`config.mk`:
```
export PLATFORM = sky130hd
export DESIGN_NAME = choco_dispenser
export DESIGN_NICKNAME = d
export VERILOG_FILES = /design/src/rtl/vend_pkg.sv /design/src/rtl/choco_dispenser_stock_counter.sv /design/src/rtl/choco_dispenser.sv
export SDC_FILE = /design/constraint.sdc
export NUM_CORES = 1
export LEC_CHECK = 0
export BUFFER_PORTS_ARGS = -buffer_cell sky130_fd_sc_hd__buf_2
export CAP_MARGIN = 15
export CORE_MARGIN = 2
export CORE_UTILIZATION = 55
export CTS_CLUSTER_DIAMETER = 100
export CTS_CLUSTER_SIZE = 12
export DETAILED_ROUTE_END_ITERATION = 16
export MAX_ROUTING_LAYER = met4
export PLACE_DENSITY_LB_ADDON = 0.15
export SYNTH_ARGS = -nofsm -noshare
export SYNTH_HDL_FRONTEND = slang
export SYNTH_SLANG_ARGS = --single-unit
export TNS_END_PERCENT = 30
```
`constraint.sdc`:
```
create_clock -name clk -period 6.03 [get_ports clk]
set_clock_uncertainty 0.1 [all_clocks]
set_input_delay 1.206 -clock clk [delete_from_list [all_inputs] [get_ports clk]]
set_output_delay 1.206 -clock clk [all_outputs]
set_load 0.05 [all_outputs]
```
`src/rtl/vend_pkg.sv`:
```
// Shared vending definitions: chocolate codes and dispenser states.
// The upstream coin-counting FSM imports this package as well.
package vend_pkg;

  localparam logic [1:0] CHOCO_NONE  = 2'b00;
  localparam logic [1:0] CHOCO_ONE   = 2'b01;
  localparam logic [1:0] CHOCO_TWO   = 2'b10;
  localparam logic [1:0] CHOCO_THREE = 2'b11;

  typedef enum logic [1:0] {
    ST_IDLE   = 2'd0,
    ST_VEND   = 2'd1,
    ST_REFUND = 2'd2,
    ST_GAP    = 2'd3
  } disp_state_e;

  // Motor select: bit k-1 drives the motor for chocolate type k.
  function automatic logic [2:0] choco_onehot(input logic [1:0] code);
    logic [2:0] oh;
    case (code)
      CHOCO_ONE:   oh = 3'b001;
      CHOCO_TWO:   oh = 3'b010;
      CHOCO_THREE: oh = 3'b100;
      default:     oh = 3'b000;
    endcase
    return oh;
  endfunction

endpackage

```
`src/rtl/choco_dispenser_stock_counter.sv`:
```
// Per-type stock counter: reload on load, saturating decrement on dec.
// A load and a dec in the same cycle leave STOCK_INIT-1 (reload first, then sale).
module stock_counter #(
  parameter int STOCK_W    = 4,
  parameter int STOCK_INIT = 4
) (
  input  logic               clk,
  input  logic               reset,
  input  logic               load,
  input  logic               dec,
  output logic [STOCK_W-1:0] count,
  output logic               empty
);

  logic [STOCK_W-1:0] count_d;
  logic [STOCK_W-1:0] count_q;

  always_comb begin
    count_d = count_q;
    if (load && dec) begin
      count_d = STOCK_W'(STOCK_INIT - 1);
    end else if (load) begin
      count_d = STOCK_W'(STOCK_INIT);
    end else if (dec && (count_q != {STOCK_W{1'b0}})) begin
      count_d = count_q - STOCK_W'(1);
    end else begin
      count_d = count_q;
    end
  end

  always_ff @(posedge clk or posedge reset) begin
    if (reset) begin
      count_q <= STOCK_W'(STOCK_INIT);
    end else begin
      count_q <= count_d;
    end
  end

  assign count = count_q;
  assign empty = (count_q == {STOCK_W{1'b0}});

endmodule

```
`src/rtl/choco_dispenser.sv`:
```
// Chocolate dispenser: checks per-type stock, pulses the matching motor or
// refunds the coin, then cools down; codes arriving while busy are flagged.
module choco_dispenser
  import vend_pkg::*;
#(
  parameter int MOTOR_CYCLES = 8,
  parameter int GAP_CYCLES   = 2,
  parameter int STOCK_INIT   = 4,
  parameter int STOCK_W      = 4
) (
  input  logic       clk,
  input  logic       reset,
  input  logic [1:0] choco,
  input  logic       restock,
  output logic [2:0] motor,
  output logic [1:0] refund,
  output logic       busy,
  output logic [2:0] sold_out,
  output logic       missed
);

  localparam int CNT_MAX = (MOTOR_CYCLES > GAP_CYCLES) ? MOTOR_CYCLES : GAP_CYCLES;
  localparam int CNT_W   = $clog2(CNT_MAX + 1);

  disp_state_e        state_d, state_q;
  logic [1:0]         code_d, code_q;
  logic [CNT_W-1:0]   cnt_d, cnt_q;
  logic [2:0]         motor_d, motor_q;
  logic [1:0]         refund_d, refund_q;
  logic               busy_d, busy_q;
  logic [2:0]         sold_out_d, sold_out_q;
  logic               missed_d, missed_q;

  logic [2:0]         dec_s;
  logic [2:0]         empty_s;
  logic [STOCK_W-1:0] count_s [3];
  logic               sel_avail_s;

  for (genvar i = 0; i < 3; i++) begin : g_stock
    stock_counter #(
      .STOCK_W   (STOCK_W),
      .STOCK_INIT(STOCK_INIT)
    ) u_stock (
      .clk  (clk),
      .reset(reset),
      .load (restock),
      .dec  (dec_s[i]),
      .count(count_s[i]),
      .empty(empty_s[i])
    );
  end

  // A same-cycle restock makes a sold-out type available again.
  always_comb begin
    sel_avail_s = 1'b0;
    case (choco)
      CHOCO_ONE:   sel_avail_s = restock || (count_s[0] != {STOCK_W{1'b0}});
      CHOCO_TWO:   sel_avail_s = restock || (count_s[1] != {STOCK_W{1'b0}});
      CHOCO_THREE: sel_avail_s = restock || (count_s[2] != {STOCK_W{1'b0}});
      default:     sel_avail_s = 1'b0;
    endcase
  end

  always_comb begin
    state_d  = state_q;
    code_d   = code_q;
    cnt_d    = cnt_q;
    motor_d  = 3'b000;
    refund_d = 2'b00;
    dec_s    = 3'b000;
    case (state_q)
      ST_IDLE: begin
        if (choco != CHOCO_NONE) begin
          code_d = choco;
          if (sel_avail_s) begin
            dec_s   = choco_onehot(choco);
            motor_d = choco_onehot(choco);
            cnt_d   = CNT_W'(MOTOR_CYCLES - 1);
            state_d = ST_VEND;
          end else begin
            refund_d = choco;
            state_d  = ST_REFUND;
          end
        end else begin
          state_d = ST_IDLE;
        end
      end
      ST_VEND: begin
        if (cnt_q == {CNT_W{1'b0}}) begin
          cnt_d   = CNT_W'(GAP_CYCLES - 1);
          state_d = ST_GAP;
        end else begin
          cnt_d   = cnt_q - CNT_W'(1);
          motor_d = choco_onehot(code_q);
        end
      end
      ST_REFUND: begin
        cnt_d   = CNT_W'(GAP_CYCLES - 1);
        state_d = ST_GAP;
      end
      ST_GAP: begin
        if (cnt_q == {CNT_W{1'b0}}) begin
          state_d = ST_IDLE;
        end else begin
          cnt_d = cnt_q - CNT_W'(1);
        end
      end
      default: begin
        state_d = ST_IDLE;
      end
    endcase
    busy_d     = (state_d != ST_IDLE);
    missed_d   = (state_q != ST_IDLE) && (choco != CHOCO_NONE);
    sold_out_d = empty_s;
  end

  always_ff @(posedge clk or posedge reset) begin
    if (reset) begin
      state_q    <= ST_IDLE;
      code_q     <= CHOCO_NONE;
      cnt_q      <= {CNT_W{1'b0}};
      motor_q    <= 3'b000;
      refund_q   <= 2'b00;
      busy_q     <= 1'b0;
      sold_out_q <= 3'b000;
      missed_q   <= 1'b0;
    end else begin
      state_q    <= state_d;
      code_q     <= code_d;
      cnt_q      <= cnt_d;
      motor_q    <= motor_d;
      refund_q   <= refund_d;
      busy_q     <= busy_d;
      sold_out_q <= sold_out_d;
      missed_q   <= missed_d;
    end
  end

  assign motor    = motor_q;
  assign refund   = refund_q;
  assign busy     = busy_q;
  assign sold_out = sold_out_q;
  assign missed   = missed_q;

endmodule

```
==> impl_metrics.toml <==
[grt]
grt_max_degree = 31
met1_usage_pct = 25.6
grt_usage_pct = 20.9
grtUsageMet2_pct = 31.4
grt_use_met3_pct = 7.37
antenna_found_initial = 0
busiest_layer = "met2"
grt_pass1_vias = 1110
grt_first_pass_wirelength_mm = 4.95
overflow = 0

[placement]
place_hpwl_mm = 2.04
dpl.cell_count = 194
place_ws_ns = 3.24
postPlaceCellArea_um2 = 1620
place.gp.congestion = 0.815
portBuffers = 14

[timing]
setup_viol = 0
rsz0062_at_grt = "false"
finalMaxSlewViolations = 0
fin_crit_ns = 2.44
fmax_mhz = 409
finalHoldViolCount = 0
timing.final.crit_share_pct = 40.5
relSlewSlack_pct = 65.9
finalWorstSetupSlack_ns = 3.59
worstMarginPinSlew_ns = 0.510
fin_setup_tns_ns = 0

[floorplan]
design.core.area_um2 = 2690
std_cell_rows = 19
die_h_um = 56.7
start_util_pct = 56.9
dieArea_um2 = 3220
io_pins = 15
die_w_um = 56.7

[critical_path]
critical_path_class = "in -> reg"
cp-start-kind = "input port"
cp-end-kind = "flop"
worstPathRequired_ns = 6.16
worst_ep_arrival_time_ns = 2.57
crit_fanout = 10

[yosys]
synthFlopType = "dfrtp_1"
seq_area_frac_synth_pct = 49.3
synth_area_um2 = 1530
synth_nets = 163
synth_cell_types = 42
yosys_warnings = 0
ys_ff_latch = 30
ys_async_sr_fraction_pct = 100
synth-edff-count = 0
syn_inst = 152
syn_area_per_cell_um2 = 10.1

[layout]
layout_common_cells = "dfrtp_1, nor2_1, inv_1"
final_common_cell = "dfrtp_1"
fin_area_um2 = 1700
syn_to_final_growth_pct = 11.4
diodes = 0
drive_gt1_share_pct = 19.8
layout.cells.non_filler = 203
nets = 182

[outcome]
status = "finished clean"

[clock_tree]
cts_made_buffers = 5
clk_path_buf_depth = 2
cts.hold.buffers_added = 0
clk_pin_slew_worst_paths_ns = 0.09
cts_sinks = 30
ctsResizeCount = 0
clock_latency_ns = 0.34
ctsRootBufferMaster = "clkbuf_4"
tritoncts = "yes"
post_cts_buffers = 0
cts.htree.levels = 2

[power_and_ir_drop]
leakage_nw = 0.797
ir_worst_vdd_uv = 275
power.total_uw = 663
pwr_density_cell_nw_per_um2 = 389

[routing]
drt.antenna.violating_nets = 0
drtIter0Drc = 37
drcViolationCount = 0
dr.pass1.iters = 4
viasPerCell = 5.49
routedWlPerCell_um = 14.0
wl_mm = 2.84
num_vias = 1114

[worst_hold_path]
min_path_type = "reg -> reg"

[job]
cap_violations = 0
==> through the flow <==
| stage | util (%) | hold WS, ns |
|---|---|---|
| 2_1_floorplan | - | 0.354 |
| 3_3_place_gp | 60.1 | 0.392 |
| 3_5_place_dp | 60.1 | 0.383 |
| 4_1_cts | 62.4 | 0.398 |
| 5_1_grt | 63.4 | 0.412 |
| 6_report | 63.4 | 0.396 |
==> critical path, cell delays in order <==
cell	delay [ns]
buf_2	0.17
or3b_4	0.43
or3_4	0.41
nor4_4	0.15
xnor2_1	0.15
nor2_1	0.05
==> cell type report <==
type                       count  area [um2]
clock buffer                   7        55.1
inverter                      17        63.8
clock inverter                 1        5.00
tap                           31        38.8
sequential                    30         754
multi-input combinational    102         688
timing repair buffer          15        97.6
fill                         222         983
==> state kept, by name, indices dropped and copies added, names as in the netlist <==
name / cells
state_q: 2
motor: 3
cnt_q: 4
g_stock.u_stock.count: 12
code_q: 2
busy: 1
refund: 2
sold_out: 3
missed: 1
==> cell families after synthesis <==
family	synth area share (%)
fa+ha+maj	4.91
flops	49.3
simple gates	21.6
xor+xnor	2.86
compound gates	15.6
buf+inv	5.65
==> cell usage after synthesis, types with 2 or more instances <==
master     n  area [um2]
dfstp_2    3        78.8
or3_1      3        18.8
xnor2_1    4        35.0
a211oi_1   2        15.0
a22o_1     2        17.5
nor3b_1    2        15.0
a32o_1     2        20.0
nor2_1    19        71.3
o21ai_0   12        60.1
nand2_1   14        52.6
nor3_1     5        25.0
a211o_1    3        26.3
dfrtp_1   27         676
a21oi_1    5        25.0
inv_1     17        63.8
ha_1       6        75.1
==> metal layers <==
layer	vias up	part of all wire, %
met5	-	0
met4	0	1.3
met3	4	4.1
met2	16	46
met1	530	48
li1	564	-
==> final timing paths <==
kind	start	slack, ns	end	depth (start not counted)
max	choco[1]	3.59	g_stock[2].u_stock.count[3]$_DFFE_PP0P_	6
min	g_stock[0].u_stock.count[3]$_DFFE_PP0P_	0.40	sold_out[0]$_DFF_PP0_	1
max reg2reg	g_stock[1].u_stock.count[0]$_DFFE_PP0P_	3.82	cnt_q[1]$_DFFE_PP0P_	8
min reg2reg	g_stock[0].u_stock.count[3]$_DFFE_PP0P_	0.40	sold_out[0]$_DFF_PP0_	1
max in group asynchronous	reset	4.58	busy$_DFF_PP0_	3
min in group asynchronous	reset	0.78	motor[1]$_DFF_PP0_	2
==> where the power goes <==
part	internal, mW	switching, mW
Clock	0.0564	0.0680
Combinational	0.0897	0.158
Sequential	0.250	0.0410
Power figures use the tool's default switching activity.
